## src/rtl/mem_access_unit.sv

```systemverilog
// MEM-stage access engine: scalar loads/stores as one 32-bit beat, matrix accesses as four.
// Define MEM_MATRIX_EN to build the 128-bit matrix path; without it every access is scalar.
module mem_access_unit #(
   parameter int ADDR_W = 32
) (
   input  logic              clk,
   input  logic              rst,
   input  logic [31:0]       me_alu_o,
   input  logic [31:0]       me_regs_data2,
   input  logic [127:0]      me_matrix_o,
   input  logic              me_mem_read,
   input  logic              me_mem_write,
   input  logic [1:0]        me_w_select,
   input  logic [2:0]        me_func3_code,
   output logic              dmem_req,
   output logic              dmem_we,
   output logic [ADDR_W-1:0] dmem_addr,
   output logic [31:0]       dmem_wdata,
   output logic [3:0]        dmem_wstrb,
   input  logic              dmem_ready,
   input  logic [31:0]       dmem_rdata,
   output logic              stall,
   output logic [31:0]       mem_rdata_o,
   output logic [127:0]      mem_matrix_rdata_o,
   output logic              done
);

`ifdef MEM_MATRIX_EN
   localparam int BEAT_W = 2;
`else
   localparam int BEAT_W = 1;
`endif

   typedef enum logic [1:0] {S_IDLE, S_BUSY, S_DONE} state_t;

   state_t            state_q, state_d;
   logic [BEAT_W-1:0] beat_q, beat_d;
   logic [ADDR_W-1:0] addr_q;
   logic [31:0]       sdata_q;
   logic [2:0]        f3_q;
   logic              we_q;
   logic [31:0]       rdata_q, rdata_d;
   logic              latch_en, beat_ok, last_beat, ld_scalar;
   logic [31:0]       scal_wdata, beat_wdata;
   logic [3:0]        scal_wstrb, beat_wstrb;
   logic [7:0]        ld_b;
   logic [15:0]       ld_h;

   assign beat_ok = (state_q == S_BUSY) && dmem_ready;

`ifdef MEM_MATRIX_EN
   logic             mat_q;
   logic [3:0][31:0] mdata_q;
   logic [2:0][31:0] rbuf_q;
   logic [3:0][31:0] mrdata_q;

   assign last_beat          = !mat_q || (beat_q == 2'd3);
   assign ld_scalar          = !mat_q;
   assign beat_wdata         = mat_q ? mdata_q[beat_q] : scal_wdata;
   assign beat_wstrb         = !we_q ? 4'h0 : (mat_q ? 4'hF : scal_wstrb);
   assign mem_matrix_rdata_o = mrdata_q;

   // Beats 0..2 park in rbuf; the visible result only changes once all four words are in.
   always_ff @(posedge clk or negedge rst) begin
      if (!rst) begin
         mat_q    <= 1'b0;
         mdata_q  <= '0;
         rbuf_q   <= '0;
         mrdata_q <= '0;
      end else begin
         if (latch_en) begin
            mat_q   <= (me_w_select == 2'b10);
            mdata_q <= me_matrix_o;
         end
         if (beat_ok && !we_q && mat_q) begin
            if (beat_q == 2'd3) mrdata_q <= {dmem_rdata, rbuf_q};
            else                rbuf_q[beat_q] <= dmem_rdata;
         end
      end
   end
`else
   logic unused_mat;
   assign unused_mat         = ^{me_w_select, me_matrix_o};
   assign last_beat          = 1'b1;
   assign ld_scalar          = 1'b1;
   assign beat_wdata         = scal_wdata;
   assign beat_wstrb         = we_q ? scal_wstrb : 4'h0;
   assign mem_matrix_rdata_o = '0;
`endif

   always_comb begin
      scal_wdata = sdata_q;
      scal_wstrb = 4'h0;
      case (f3_q)
         3'b000: begin
            scal_wdata = {4{sdata_q[7:0]}};
            scal_wstrb = 4'b0001 << addr_q[1:0];
         end
         3'b001: begin
            scal_wdata = {2{sdata_q[15:0]}};
            scal_wstrb = addr_q[1] ? 4'b1100 : 4'b0011;
         end
         3'b010:  scal_wstrb = 4'hF;
         default: scal_wstrb = 4'h0;
      endcase
   end

   assign ld_b = 8'(dmem_rdata >> {addr_q[1:0], 3'b000});
   assign ld_h = 16'(dmem_rdata >> {addr_q[1], 4'b0000});

   always_comb begin
      rdata_d = '0;
      case (f3_q)
         3'b000:  rdata_d = {{24{ld_b[7]}}, ld_b};
         3'b100:  rdata_d = {24'h0, ld_b};
         3'b001:  rdata_d = {{16{ld_h[15]}}, ld_h};
         3'b101:  rdata_d = {16'h0, ld_h};
         3'b010:  rdata_d = dmem_rdata;
         default: rdata_d = '0;
      endcase
   end

   // stall is gated by rst so a held request cannot stall the pipe while in reset.
   always_comb begin
      state_d    = state_q;
      beat_d     = beat_q;
      latch_en   = 1'b0;
      stall      = 1'b0;
      done       = 1'b0;
      dmem_req   = 1'b0;
      dmem_we    = 1'b0;
      dmem_addr  = '0;
      dmem_wdata = '0;
      dmem_wstrb = '0;
      case (state_q)
         S_IDLE: begin
            if (me_mem_read | me_mem_write) begin
               stall    = rst;
               latch_en = 1'b1;
               beat_d   = '0;
               state_d  = S_BUSY;
            end
         end
         S_BUSY: begin
            stall      = 1'b1;
            dmem_req   = 1'b1;
            dmem_we    = we_q;
            dmem_addr  = {addr_q[ADDR_W-1:2], 2'b00} + ADDR_W'({beat_q, 2'b00});
            dmem_wdata = beat_wdata;
            dmem_wstrb = beat_wstrb;
            if (dmem_ready) begin
               beat_d = beat_q + 1'b1;
               if (last_beat) begin
                  beat_d  = '0;
                  state_d = S_DONE;
               end
            end
         end
         S_DONE: begin
            done    = 1'b1;
            state_d = S_IDLE;
         end
         default: state_d = S_IDLE;
      endcase
   end

   always_ff @(posedge clk or negedge rst) begin
      if (!rst) begin
         state_q <= S_IDLE;
         beat_q  <= '0;
      end else begin
         state_q <= state_d;
         beat_q  <= beat_d;
      end
   end

   always_ff @(posedge clk or negedge rst) begin
      if (!rst) begin
         addr_q  <= '0;
         sdata_q <= '0;
         f3_q    <= '0;
         we_q    <= 1'b0;
         rdata_q <= '0;
      end else begin
         if (latch_en) begin
            addr_q  <= me_alu_o[ADDR_W-1:0];
            sdata_q <= me_regs_data2;
            f3_q    <= me_func3_code;
            we_q    <= me_mem_write;
         end
         if (beat_ok && !we_q && ld_scalar && last_beat) rdata_q <= rdata_d;
      end
   end

   assign mem_rdata_o = rdata_q;

endmodule

```

## config.mk

```make
export PLATFORM = sky130hd
export DESIGN_NAME = mem_access_unit
export DESIGN_NICKNAME = d
export VERILOG_FILES = /design/src/rtl/mem_access_unit.sv
export SDC_FILE = /design/constraint.sdc
export NUM_CORES = 1
export LEC_CHECK = 0
export ABC_AREA = 1
export CAP_MARGIN = 20
export CORE_AREA = 2 2 179 181
export CTS_CLUSTER_DIAMETER = 150
export DETAILED_ROUTE_END_ITERATION = 7
export DIE_AREA = 0 0 181 183
export PLACE_DENSITY = 0.57
export RECOVER_POWER = 100
export SYNTH_ARGS = -nofsm -noshare
export SYNTH_HDL_FRONTEND = slang
export SYNTH_SLANG_ARGS = --single-unit
```

## constraint.sdc

```tcl
create_clock -name clk -period 3.5 [get_ports clk]
set_input_delay 0.875 -clock clk [delete_from_list [all_inputs] [get_ports clk]]
set_output_delay 0.875 -clock clk [all_outputs]
set_load 0.005 [all_outputs]
```

* Word level (Yosys, flattened, before mapping)
Cells that the tools add are included.
** Storage, ports and cells
- Bits in registers :: 103
- Output and inout bits :: 232
** Cells by class
- Mux-type cells :: 21
- Reductions and logical operators :: 8
- Eq/ne operators :: 8
- Shift operators :: 3
- Bitwise gates (word level) :: 1
- Add/subtract/negate cells :: 1
** Operator list (count)
- case mux 32 bit (5 select lines) :: 1
- two-way mux 32 bit :: 2
- case mux 32 bit (2 select lines) :: 1
- adder 32 x 3 -> 32 bit :: 1
- >> shifter 32 x 5 -> 16 bit :: 1
- >> shifter 32 x 5 -> 8 bit :: 1
- two-way mux 4 bit :: 3
- case mux 4 bit (3 select lines) :: 1
- two-way mux 1 bit :: 8
- == test 3 bit (second input constant) :: 2
- two-way mux 2 bit :: 2
- != test 2 bit (second input constant) :: 2
- case mux 1 bit (2 select lines) :: 2
- case mux 2 bit (2 select lines) :: 1
- << shifter 1 x 2 -> 4 bit (first input constant) :: 1
- == test 3 x 1 -> 1 bit (second input constant) :: 1
- == test 3 x 2 -> 1 bit (second input constant) :: 1
- zero test 3 bit :: 1
- AND reduction 3 bit :: 1
- == test 2 x 1 -> 1 bit (second input constant) :: 1
- == test 2 bit (second input constant) :: 1
- logical AND 1 bit :: 2
- zero test 2 bit :: 1
- AND reduction 2 bit :: 1
- other kinds (3) :: 3

* Depth between registers and ports, before layout
Gate-level depths: netlist of the first run.
- Depth in word-level cells :: 4
- Depth in mapped cells :: 10
- Mapped depth without buffers :: 9

* Worst setup path after synthesis of the first run
No wires, ideal clock.
- Path kind :: input -> output
- Start point :: input me_mem_write
- End point :: output stall
- Data required time :: 2625 ps
- Slack :: 1081 ps
- Arrival time :: 1544 ps
- Cell stages on the path :: 4
- Cell sequence :: o211ai_1 -> buf_2 -> buf_2 -> o21ai_0
** Between the ends
- Word-level cells in the longest chain between the ends :: 3
** Ends and longest elaborated chain
- start, declared :: line 12 : input logic me_mem_write,
- OR 1 bit :: line 137 : if (me_mem_read | me_mem_write) begin
- two-way mux 1 bit :: line 137
- case mux 1 bit (2 select lines) :: line 135 : case (state_q)
- end, declared :: line 22 : output logic stall,
Every way passes these cells.

* Final worst setup path of the first run
- Start point :: register f3_q[0]
- End point :: output dmem_wdata[26]
** Between the ends
- Word-level cells in the longest chain between the ends :: 3
- Elaborated cells on any way between the ends :: 4
- Those cells by class :: eq/ne: 1; mux: 2; reduce/logical: 1
** Ends and longest elaborated chain
- start, declared :: line 40 : logic [2:0] f3_q;
- start signal, assigned :: line 188 : f3_q <= me_func3_code;
- == test 3 x 1 -> 1 bit / zero test 3 bit (equally long branches) :: line 94 : case (f3_q)
- case mux 32 bit (2 select lines) (*) :: line 94
- two-way mux 32 bit (*) :: line 135
- end, declared :: line 18 : output logic [31:0] dmem_wdata,
Every way passes the cells marked *; elsewhere a longest branch is shown, timed or not.

==> results of run 1 <==
[cell usage in the layout, fill, tap and decap left out]
cell / netlist / routed
sky130_fd_sc_hd__inv_8: 0 / 1
sky130_fd_sc_hd__clkbuf_2: 0 / 1
sky130_fd_sc_hd__bufinv_16: 0 / 1
sky130_fd_sc_hd__clkinvlp_2: 0 / 1
sky130_fd_sc_hd__o211ai_1: 1 / 1
sky130_fd_sc_hd__a31oi_1: 1 / 1
sky130_fd_sc_hd__clkinv_1: 1 / 1
sky130_fd_sc_hd__buf_4: 135 / 9
sky130_fd_sc_hd__buf_2: 21 / 1
sky130_fd_sc_hd__nand2_2: 3 / 3
sky130_fd_sc_hd__nand3_1: 34 / 34
sky130_fd_sc_hd__o21ai_0: 37 / 38
sky130_fd_sc_hd__inv_6: 0 / 3
sky130_fd_sc_hd__nand2_1: 271 / 271
sky130_fd_sc_hd__o21a_1: 1 / 1
sky130_fd_sc_hd__nor2_2: 3 / 3
sky130_fd_sc_hd__clkinvlp_4: 0 / 1
sky130_fd_sc_hd__diode_2: 0 / 2
sky130_fd_sc_hd__dlygate4sd3_1: 0 / 66
sky130_fd_sc_hd__conb_1: 1 / 130
sky130_fd_sc_hd__clkdlybuf4s50_1: 0 / 138
sky130_fd_sc_hd__inv_2: 3 / 2
sky130_fd_sc_hd__a21oi_1: 53 / 53
sky130_fd_sc_hd__clkinv_8: 0 / 2
sky130_fd_sc_hd__nor2_1: 149 / 149
sky130_fd_sc_hd__dfrtp_1: 102 / 102
sky130_fd_sc_hd__clkbuf_4: 0 / 3
sky130_fd_sc_hd__clkbuf_1: 11 / 1
sky130_fd_sc_hd__clkbuf_16: 0 / 9
sky130_fd_sc_hd__nor2_4: 1 / 1
sky130_fd_sc_hd__inv_1: 112 / 112
[kinds of logic after synthesis]
kind of cell | after synthesis | synth area share [%]
compound gates | 94 | 7.36
flops | 102 | 39.4
simple gates | 461 | 27.7
other cells | 1 | 0.0579
buf+inv | 289 | 25.5
[registers in the layout, indices dropped and copies added, names as in the netlist]
signal	flops
addr_q	32
sdata_q	32
mem_rdata_o	32
we_q	1
f3_q	3
state_q	2
[synth_stat cells]
master and count:
sky130_fd_sc_hd__o211ai_1 1, sky130_fd_sc_hd__clkbuf_8 1, sky130_fd_sc_hd__buf_1 1, sky130_fd_sc_hd__a31oi_1 1, sky130_fd_sc_hd__clkbuf_1 11, sky130_fd_sc_hd__inv_2 3, sky130_fd_sc_hd__buf_4 135, sky130_fd_sc_hd__clkinv_1 1
sky130_fd_sc_hd__nor2_4 1, sky130_fd_sc_hd__dfrtp_1 102, sky130_fd_sc_hd__buf_6 3, sky130_fd_sc_hd__inv_1 112, sky130_fd_sc_hd__buf_2 21, sky130_fd_sc_hd__conb_1 1, sky130_fd_sc_hd__nand2_1 271, sky130_fd_sc_hd__o21ai_0 37
sky130_fd_sc_hd__nor2_1 149, sky130_fd_sc_hd__o21ai_1 1, sky130_fd_sc_hd__nand2_2 3, sky130_fd_sc_hd__clkinv_2 1, sky130_fd_sc_hd__a21oi_1 53, sky130_fd_sc_hd__o21a_1 1, sky130_fd_sc_hd__nand3_1 34, sky130_fd_sc_hd__nor2_2 3
[routing by layer]
layer | up-vias | global-route usage, %
met5 | - | 0
met1 | 2648 | 15.2
met3 | 24 | 4.07
met2 | 253 | 20.5
met4 | 4 | 3.32
li1 | 2960 | -
[tightest hold or removal path, stage by stage (launching register included)]
cell,delay [ns]
sky130_fd_sc_hd__dfrtp_1,0.35
sky130_fd_sc_hd__nand2_1,0.05
sky130_fd_sc_hd__nand2_1,0.05
[area by class of cell]
cell class / count / area, µm² / share of cell area (%)
multi-input cells: 685 / 2760 / 31.6
inverters: 117 / 444 / 5.08
flip-flops and latches: 102 / 2550 / 29.2
well taps: 402 / 503 / 5.76
clock inverters: 7 / 100 / 1.15
diodes: 2 / 5.00 / 0.0573
repair buffers: 219 / 2150 / 24.6
clock buffers: 9 / 225 / 2.58
[through the flow]
stage | worst slack [ns] | utilization [%]
after floorplan | 1.08 | -
after global placement | 0.371 | 26.9
after detailed placement | 0.342 | 26.9
after CTS | 0.131 | 28.0
after global routing | 0.00219 | 28.0
final | 0.187 | 28.0
[report_power, final]
| part | total [mW] | switching, mW | internal (mW) |
|---|---|---|---|
| clock | 1.13 | 0.552 | 0.582 |
| combinational | 3.37 | 1.87 | 1.49 |
| sequential | 1.96 | 0.275 | 1.68 |
| total | 6.46 | 2.70 | 3.76 |
[worst min-delay path by stage]
stage	start	to	slack [ns]	depth (start not counted)
floorplan	sdata_q[16]	sdata_q[16]	0.45	2
global placement	sdata_q[21]	sdata_q[21]	0.46	2
finish	mem_rdata_o[18]	mem_rdata_o[18]	0.48	2
CTS	mem_rdata_o[21]	mem_rdata_o[21]	0.49	2
detailed placement	mem_rdata_o[18]	mem_rdata_o[18]	0.47	2
global route	mem_rdata_o[13]	mem_rdata_o[13]	0.50	2
==> summary by stage, run 1 <==
Setup path
Data on the critical path is required at its endpoint by 2.62 ns. The buffers plus inverters on the worst setup path is 2. Counting buffers and inverters, the worst setup path is 8 cells deep. Following the worst setup path forward leads to its endpoint at dmem_wdata[26]. The depth of the worst register-to-register path is 10. Across all register-to-register paths, the minimum setup slack is 0.37 ns. The largest delay contributor family on the critical path is buffers and inverters. The largest fanout of any net on the critical path is 40.

STA classifies the critical path endpoint as an output port. The library cell appearing most often on the critical path is sky130_fd_sc_hd__nand2_1. The setup path with the least slack is of type flip-flop to output port. The capturing point of the worst reg2reg path is mem_rdata_o[5]. The critical path starts at f3_q[0]. The critical path's largest stage delay is 0.59 ns. The kind of launch point of the worst setup path is a flip-flop. The data arrival time at the worst-slack endpoint is 2.44 ns.

In this run the critical register-to-register path is launched from state_q[0]. Walking the worst path, the cells encountered are nor2_1 -> nand2_1 -> nand2_1 -> buf_4 -> nand3_1 -> nand2_1 -> nor2_1 -> dlygate4sd3_1. For this design, the slowest cell found on the critical path is sky130_fd_sc_hd__dlygate4sd3_1.

Logic synthesis
The largest total area in the synthesized netlist belongs to sky130_fd_sc_hd__dfrtp_1. Of the synthesized area, sequential elements account for 39.4%. By area the synthesized netlist is led by sky130_fd_sc_hd__dfrtp_1, sky130_fd_sc_hd__nand2_1, sky130_fd_sc_hd__buf_4, sky130_fd_sc_hd__nor2_1, sky130_fd_sc_hd__inv_1.

The combined area of all synthesized cells is 6480 µm². Synthesis instantiated 24 different standard cells from the library. Synthesis handed over a netlist of 947 instances. The number of synthesis warnings is 0. The top cell type by area accounts for approximately 39% of the synthesized area. The post-synthesis register bit count is around 100. The mean area per synthesized cell is 6.84 µm².

Global routing
The first global-routing pass estimated roughly 31000 µm of wire. The total overflow reported by the global router is 0. The maximum number of pins on one net before global-route repair is 71. The initial antenna violation count is 4. The number of global-route vias before repair is 5562. In the global route stage, overall resource usage came out at 12.3%.

Cells and area
After routing the design area is approximately 8700 µm². The number of inserted filler cells in the final layout is 3468. In the final layout, the share of cells above drive strength 1 is 3.60%. In the final design database the tool counted 1368 nets. The growth of design area from synthesis to finish is 34.8%. The finished layout holds 1543 standard cells, fillers aside.

Flow run
The max-cap violation count is 1.

Placement
The number of placed instances, taps included, is 1525. The weighted congestion reported at the end of routability-driven placement is 0.798. The detailed placement HPWL is 15000 µm. Input and output buffers added on the ports amount to approximately 200. In this run the cell area measured after placement is 8410 µm².

STA
The slew at the pin closest to its max-slew limit is about 1.7 ns. The routed design could run at a clock period as short as 3.31 ns. The number of hold-slack violations in the final timing report is 0.

Derived from the worst setup path, the maximum achievable clock frequency is 0.302 GHz. The max-slew violation count is 65. The largest clock skew in the final design is 0.00976 ns. In the finished design, the share of the clock period the worst path needs comes to a little over nine tenths. Setup total negative slack on the finished layout was measured at 0 ns. Measured against its own limit, the worst slew margin works out to -13.8%. The final-report setup violation count is 0.

Setup repair after global routing left no endpoint under its margin. The final hold slack is 0.476 ns.

Power
The static leakage power is 4.74 nW. The maximum vdd ir drop is between 0.5 and 0.6 mV. Dividing total power by cell area gives a power density of 740 nW/µm². The overall power of the completed layout is ~6.5 mW.

Route
In the final routing, the length of wire on met1 measures 8620 µm. The length of routed met2 wiring is roughly 9600 µm. The first detailed-routing pass ran for 5 iterations. The per-cell routed wire length is 13.2 µm. In this run the remaining antenna-violating nets after routing total 0. The highest signal layer in the routed design is met5. In this run, the number of DRC markers left after iteration 0 of detailed routing was 363. For this run, design rule violations remaining after detail routing come to 0. The total wire length after detailed routing is 20400 µm.

The routed design uses ~1800 µm of met3 wire. The via count is 5889. Using the TritonRoute via totals, the vias-per-cell ratio works out to 3.82.

Hold path
The tightest min-delay check is of the flip-flop to flip-flop type.

Die
The total number of placement rows is 65. From bottom edge to top edge, the die measures 183 µm. The starting density of the core is 20.7%. For this design the top-level I/O count stands at 466. The floorplan step set the die width to 181 µm.

The die covers 33100 µm². In this run the standard cell core region covers approximately 31000 µm².

Status
The run finished, with violations left. The checks that failed: capacitance limit, slew limit.

CTS
After clock tree synthesis, the repair step resized 0 gates. Once the clock tree was built, the setup fixing pass inserted 0 buffers. The clock-pin transition on the worst setup and hold timing paths is 0.08 ns.

Clock tree synthesis inserted a total of 9 buffers. Buffers inserted to repair hold after CTS numbered 0. The clock reaches the later pin of the worst-skew pair after 0.36 ns. The root buffer cell chosen for the clock tree is sky130_fd_sc_hd__clkbuf_16.

The clock tree buffer depth is 2. The H-tree was split into 3 levels. The CTS tree is yes.

The number of sinks handled by clock tree synthesis is 102.
Power figures use the tool's default switching activity.
==> run 2: changes to the inputs <==
--- a/config.mk
+++ b/config.mk
@@ -11,7 +11,8 @@
 export CTS_CLUSTER_DIAMETER = 150
 export DETAILED_ROUTE_END_ITERATION = 7
 export DIE_AREA = 0 0 181 183
-export PLACE_DENSITY = 0.57
+export HOLD_SLACK_MARGIN = 0.08
+export PLACE_DENSITY = 0.54
 export RECOVER_POWER = 100
 export SYNTH_ARGS = -nofsm -noshare
 export SYNTH_HDL_FRONTEND = slang
==> run 2 against run 1 <==
Effect of this change: the flow still finishes with violations (capacitance limit, slew limit); worst setup slack gained 0.014 ns; sequential share of layout area hardly changed; hold slack barely moved; highest routed layer unchanged; largest cell class unchanged.
==> summary by stage, run 2 (same netlist as run 1, synthesis figures left out) <==
Setup path
The worst setup path is captured at an output port. Walking the worst path, the cells encountered are nor2_2 -> nand2_1 -> nand2_1 -> buf_12 -> o21ai_0 -> a21oi_1 -> dlygate4sd3_1. The kind of launch point of the worst setup path is a flip-flop. Of all nets on the critical path, the largest fanout is 40. The data arrival time at the worst-slack endpoint is ~2.4 ns. The required time at the worst-slack endpoint is 2.62 ns. The depth of the worst register-to-register path is 8. The classification of the worst setup path is flip-flop to output port. For this design, the slowest cell found on the critical path is sky130_fd_sc_hd__dlygate4sd3_1. The slack of the worst reg-to-reg path is 0.78 ns. The instance count on the critical path is 7. The largest single stage delay on the critical path is 0.58 ns.

The largest delay contributor family on the critical path is buffers and inverters. The library cell appearing most often on the critical path is sky130_fd_sc_hd__nand2_1. The buffers plus inverters on the worst setup path is 2.

Global routing
The total overflow reported by the global router is 0. The layer with the highest usage after global routing is met2. The overall fraction of global-route tracks in use is 12.1%. The number of global-route vias before repair is 5405. The initial antenna violation count came to 1. For this run, global-route usage on met1 was measured as 15.1%. The first global-routing pass estimated 31000 µm of wire. For met2 alone, demand over resource in global routing was 20.1%. The met3 capacity usage during global routing is between 4 and 5%. Entering global routing, the biggest net connects around 140 pins.

CTS
Clock latency on the worst-skew pair, taken at its later pin, is 0.36 ns. TritonCTS built the clock tree. After clock tree synthesis, the flow added hold-fix buffers numbering 0. The count of buffers added by post-CTS timing repair for setup is 0. The clock-pin transition on the worst setup and hold timing paths is 0.08 ns. The number of gates given a new drive strength after cts is 0.

The number of CTS-inserted buffers is 9. The clock passes through at most 2 buffers. The cell chosen for the clock root is sky130_fd_sc_hd__clkbuf_16. The tree built by TritonCTS fans out to 102 sinks.

The number of levels in the clock H-tree is 3.

Cells and area
From synthesis to final layout, the design area changed by 34.7%. The fraction of layout instances using a drive strength above 1 is 3.34%. The number of inserted filler cells in the final layout is roughly 3.4k.

The net count of the finished layout is 1366. The library cells used most frequently in the layout, excluding fill and tap cells, are sky130_fd_sc_hd__nand2_1, sky130_fd_sc_hd__nor2_1, sky130_fd_sc_hd__conb_1, sky130_fd_sc_hd__inv_1, sky130_fd_sc_hd__clkdlybuf4s50_1. Leaving out fill and tap cells, the most frequent cell in the layout is sky130_fd_sc_hd__nand2_1.

Power
The worst-case IR drop observed on VDD is 0.333 mV. The overall power of the completed layout is 6.41 mW. The power per cell area is about 730 nW/µm². For this design the static power due to leakage is ~4.8 nW.

Placement
Input and output buffers added on the ports amount to 205. The congestion estimate from routability-driven global placement came to 0.769. OpenSTA, run right after detailed placement, puts the worst setup slack at 0.334 ns. The detailed placement HPWL is 14900 µm.

STA
At the pin with the least slew margin, the transition time is approximately 1.7 ns. The max-slew violation count is 62. The final setup slack of the worst path is about 0.20 ns.

Setup violations remaining at the end of the flow were counted as 0. The worst path in the final design needs a cycle of 3.30 ns, including I/O delays and setup. Clock skew on the completed layout was measured at 0.0171 ns. The number of hold-slack violations in the final timing report is 0.

The final critical path takes up approximately 94% of the cycle. On the final layout, the worst hold slack is around 0.48 ns. The final sum of negative setup slack is 0 ns. The headroom to the max-slew limit is -10.8%. Setup repair after global routing left no endpoint under its margin.

Based on the critical path, the design can be clocked at up to 0.303 GHz.

Flow run
The max-cap violation count is 1.

Status
The run finished, with violations left. The checks that failed: capacitance limit, slew limit.

Route
In the final routed layout, each cell accounts on average for 13.2 µm. The first detailed-routing pass took 4 iterations. The routed design has approximately 20000 µm of wire. In this run, the number of DRC markers left after iteration 0 of detailed routing was 269. The detail-routed via count per cell is 3.84.

The via count is 5909. The number of routed nets with antenna violations is 0. For this run, design rule violations remaining after detail routing come to 0.

Die
The vertical die dimension is 183 µm. The area enclosed by the die boundary is 33100 µm². The placeable core region is 31200 µm². The initialized floorplan defines 65 standard-cell rows. The number of I/O pins is 466. The die is 181 µm wide. The starting density of the core is 20.7%.

Hold path
The class of the worst hold path is flip-flop to flip-flop. The worst hold path passes through 2 cells.
[run 2: cell type report]
cell class	count	area (µm²)	area share [%]
Timing Repair Buffer	217	2140	24.6
Multi-Input combinational cell	685	2760	31.6
Antenna cell	1	2.50	0.0287
Sequential cell	102	2550	29.2
Clock buffer	9	225	2.58
Inverter	117	444	5.09
Tap cell	402	503	5.76
Clock inverter	7	95.1	1.09
[run 2: worst min-delay path, cell delays in order (launching register included)]
cell and delay [ns]:
sky130_fd_sc_hd__dfrtp_1 0.34, sky130_fd_sc_hd__nand2_1 0.05, sky130_fd_sc_hd__nand2_1 0.05
[run 2: final timing paths]
check,end,startpoint
worst min register to register,mem_rdata_o[14],mem_rdata_o[14]
worst max-delay path,dmem_wdata[22],f3_q[0]
worst max register to register,mem_rdata_o[22],state_q[0]
worst min-delay path,mem_rdata_o[14],mem_rdata_o[14]
min in group asynchronous,addr_q[2],rst
max in group asynchronous,mem_rdata_o[15],rst
[run 2: per-layer routing]
layer	part of all wire (%)	vias up
met3	9.2	9
met4	0.73	2
li1	-	2948
met5	0.034	-
met1	43	2709
met2	47	241
[run 2: power by group]
part / internal [mW] / switching, mW
registers: 1.69 / 0.238
clock network: 0.581 / 0.546
logic: 1.45 / 1.91
total: 3.72 / 2.69
[run 2: through the flow]
step	instance area, µm²	instances	util [%]
2_1_floorplan	6960	1076	-
6_report	8730	1540	27.9
3_3_place_gp	8410	1523	26.9
3_5_place_dp	8410	1523	26.9
5_1_grt	8720	1539	27.9
4_1_cts	8730	1539	27.9
==> run 3: changes to the inputs <==
--- a/config.mk
+++ b/config.mk
@@ -14,6 +14,7 @@
 export HOLD_SLACK_MARGIN = 0.08
 export PLACE_DENSITY = 0.54
 export RECOVER_POWER = 100
+export SETUP_SLACK_MARGIN = 0.15
 export SYNTH_ARGS = -nofsm -noshare
 export SYNTH_HDL_FRONTEND = slang
 export SYNTH_SLANG_ARGS = --single-unit
==> run 3 against run 2 <==
Effect of this change: the run still ends with capacitance limit, slew limit left; global-route usage is essentially flat; core utilization increased by 0.14 points; routed wire length rose by 1.5%; highest routed layer unchanged.
==> summary by stage, run 3 (same netlist as run 1, synthesis figures left out) <==
Global routing
The overall fraction of global-route tracks in use is between 10% and 20%. Entering global routing, the biggest net connects 138 pins. The initial antenna violation count is 1. The first global-routing pass estimated 31100 µm of wire.

The total overflow reported by the global router is 0. The number of global-route vias before repair is 5405.

CTS
The tree built by TritonCTS fans out to roughly 100 sinks. The number of CTS-inserted buffers is 9. The cell chosen for the clock root is sky130_fd_sc_hd__clkbuf_16.

The clock passes through at most 2 buffers. The H-tree was split into 3 levels. Clock-pin slew was measured on the worst setup and hold paths at 0.07 ns. TritonCTS built the clock tree.

The insertion delay of the later-clocked pin in the worst-skew pair is 0.37 ns. After clock tree synthesis, the flow added hold-fix buffers numbering 0.

Setup path
The worst register-to-register path has a setup slack of 0.78 ns. The capturing point of the worst reg2reg path is mem_rdata_o[22]. Tracing the worst setup path back leads to its startpoint at me_mem_write. Along the worst path, the maximum fanout reaches 2. Following the worst setup path forward leads to its endpoint at stall.

In this run the critical register-to-register path is launched from state_q[0]. The depth of the worst register-to-register path is 8. Data on the critical path is required at its endpoint by 2.62 ns. The classification of the worst setup path is primary input to output port.

The kind of launch point of the worst setup path is a primary input. STA puts the critical path data arrival time at 2.42 ns. The worst setup path is captured at an output port.

Die
The horizontal die dimension is 181 µm. The placeable core region is 31200 µm². The floorplan step defined a die boundary enclosing between 30000 and 40000 µm². The number of I/O pins is roughly 470. The vertical die dimension is 183 µm. The floorplan has 65 rows.

The starting density of the core is roughly a fifth.

Route
The detail-routed via count per cell is 3.86. The initial DRC count is between 200 and 300. In this run the remaining antenna-violating nets after routing total 0. The per-cell routed wire length is 13.4 µm.

The post-route DRC violation count is 0. The total wire length after detailed routing is 20600 µm. The first detailed-routing pass took 5 iterations. The via count is approximately 6.0k.

Hold path
The path class of the tightest hold or removal check is flip-flop to flip-flop.

Status
The final reports fail on capacitance limit, slew limit. The run finished, with violations left.

STA
The slew at the pin closest to its max-slew limit is 1.67 ns. The final sum of negative setup slack is 0 ns. Setup repair after global routing could not meet its margin everywhere. The number of hold-slack violations in the final timing report is 0. Static timing analysis puts the maximum clock frequency at 0.303 GHz. In this run the tightest slew margin relative to its limit is -11.4%.

The smallest clock period supported by the final layout is computed as 3.30 ns. The final clock period utilization by the worst path is about 94%. The final-report setup violation count is 0. Between clock sinks in the finished design, the worst skew comes to about 0.017 ns. The max-slew violation count came to 62.

Flow run
Across the run, the number of max-cap violations was 1.

Cells and area
The top cell types in the final layout, fill and taps aside, are sky130_fd_sc_hd__nand2_1, sky130_fd_sc_hd__nor2_1, sky130_fd_sc_hd__conb_1, sky130_fd_sc_hd__clkdlybuf4s50_1, sky130_fd_sc_hd__inv_1. The library cell used most frequently in the layout, excluding fill and tap cells, is sky130_fd_sc_hd__nand2_1. Relative to the synthesized area, the layout overhead comes to 35.4%.

For this run, the post-layout net count is 1369. The number of inserted filler cells in the final layout is 3427. In the final layout, the share of cells above drive strength 1 is 3.68%. The non-filler instance count after layout is 1543.

Placement
The congestion estimate from routability-driven global placement came to 0.769. Input and output buffers added on the ports amount to roughly 200. The detailed placement HPWL is between 10000 and 15000 µm.

The number of placed instances, taps included, is 1523.

Power
Across the VDD grid, the largest voltage drop is 0.334 mV. The power per cell area is 743 nW/µm². After layout, the design draws a total of 6.52 mW. The static leakage power is roughly 4.8 nW.
==> run 3: worst min path at each step <==
stage                         start              end  slack, ns  cells past startpoint
finish              mem_rdata_o[14]  mem_rdata_o[14]       0.48                      2
detailed placement  mem_rdata_o[14]  mem_rdata_o[14]       0.47                      2
global placement        sdata_q[18]      sdata_q[18]       0.46                      2
CTS                 mem_rdata_o[14]  mem_rdata_o[14]       0.49                      2
floorplan               sdata_q[16]      sdata_q[16]       0.45                      2
global route        mem_rdata_o[15]  mem_rdata_o[15]       0.50                      2
==> run 3: critical path, cell delays in order <==
cell,delay (ns)
sky130_fd_sc_hd__dlygate4sd3_1,0.55
sky130_fd_sc_hd__o211ai_1,0.28
sky130_fd_sc_hd__o21ai_0,0.11
sky130_fd_sc_hd__dlygate4sd3_1,0.61
==> run 3: per-layer routing <==
layer	vias to the layer above	wire length, µm	GRT usage (%)	share of wire [%]
met5	-	7	0	0.034
met4	2	148	2.34	0.72
met1	2737	8910	15.1	43
met3	10	1870	4.59	9.1
li1	2953	-	-	-
met2	250	9680	20.1	47
==> run 3: repair_timing <==
action                                  4_1_cts  5_1_grt
gates resized for setup                       6        4
cloned                                        0        1
endpoints found under the setup margin        9       21
setup buffers                                 0        2
==> run 3: through the flow <==
| stage | instance area, µm² | hold slack [ns] | setup slack [ns] | util [%] |
|---|---|---|---|---|
| 6_report | 8770 | 0.477 | 0.203 | 28.1 |
| 5_1_grt | 8770 | 0.496 | 0.0724 | 28.1 |
| 3_3_place_gp | 8410 | 0.460 | 0.323 | 26.9 |
| 2_1_floorplan | 6960 | 0.448 | 1.08 | - |
| 3_5_place_dp | 8410 | 0.465 | 0.334 | 26.9 |
| 4_1_cts | 8750 | 0.485 | 0.178 | 28.0 |
==> run 3: layout make-up <==
class	count	area [µm²]	area share (%)
diodes	1	2.50	0.0285
well taps	402	503	5.73
repair buffers	220	2180	24.8
multi-input cells	685	2770	31.6
inverters	117	442	5.03
clock buffers	9	225	2.57
clock inverters	7	95.1	1.08
flip-flops and latches	102	2550	29.1
==> run 3: power breakdown <==
group          total, mW  leakage, nW  switching (mW)  internal (mW)
clock               1.13        0.158           0.549          0.581
combinational       3.45         3.39            1.94           1.52
sequential          1.93         1.23           0.245           1.69
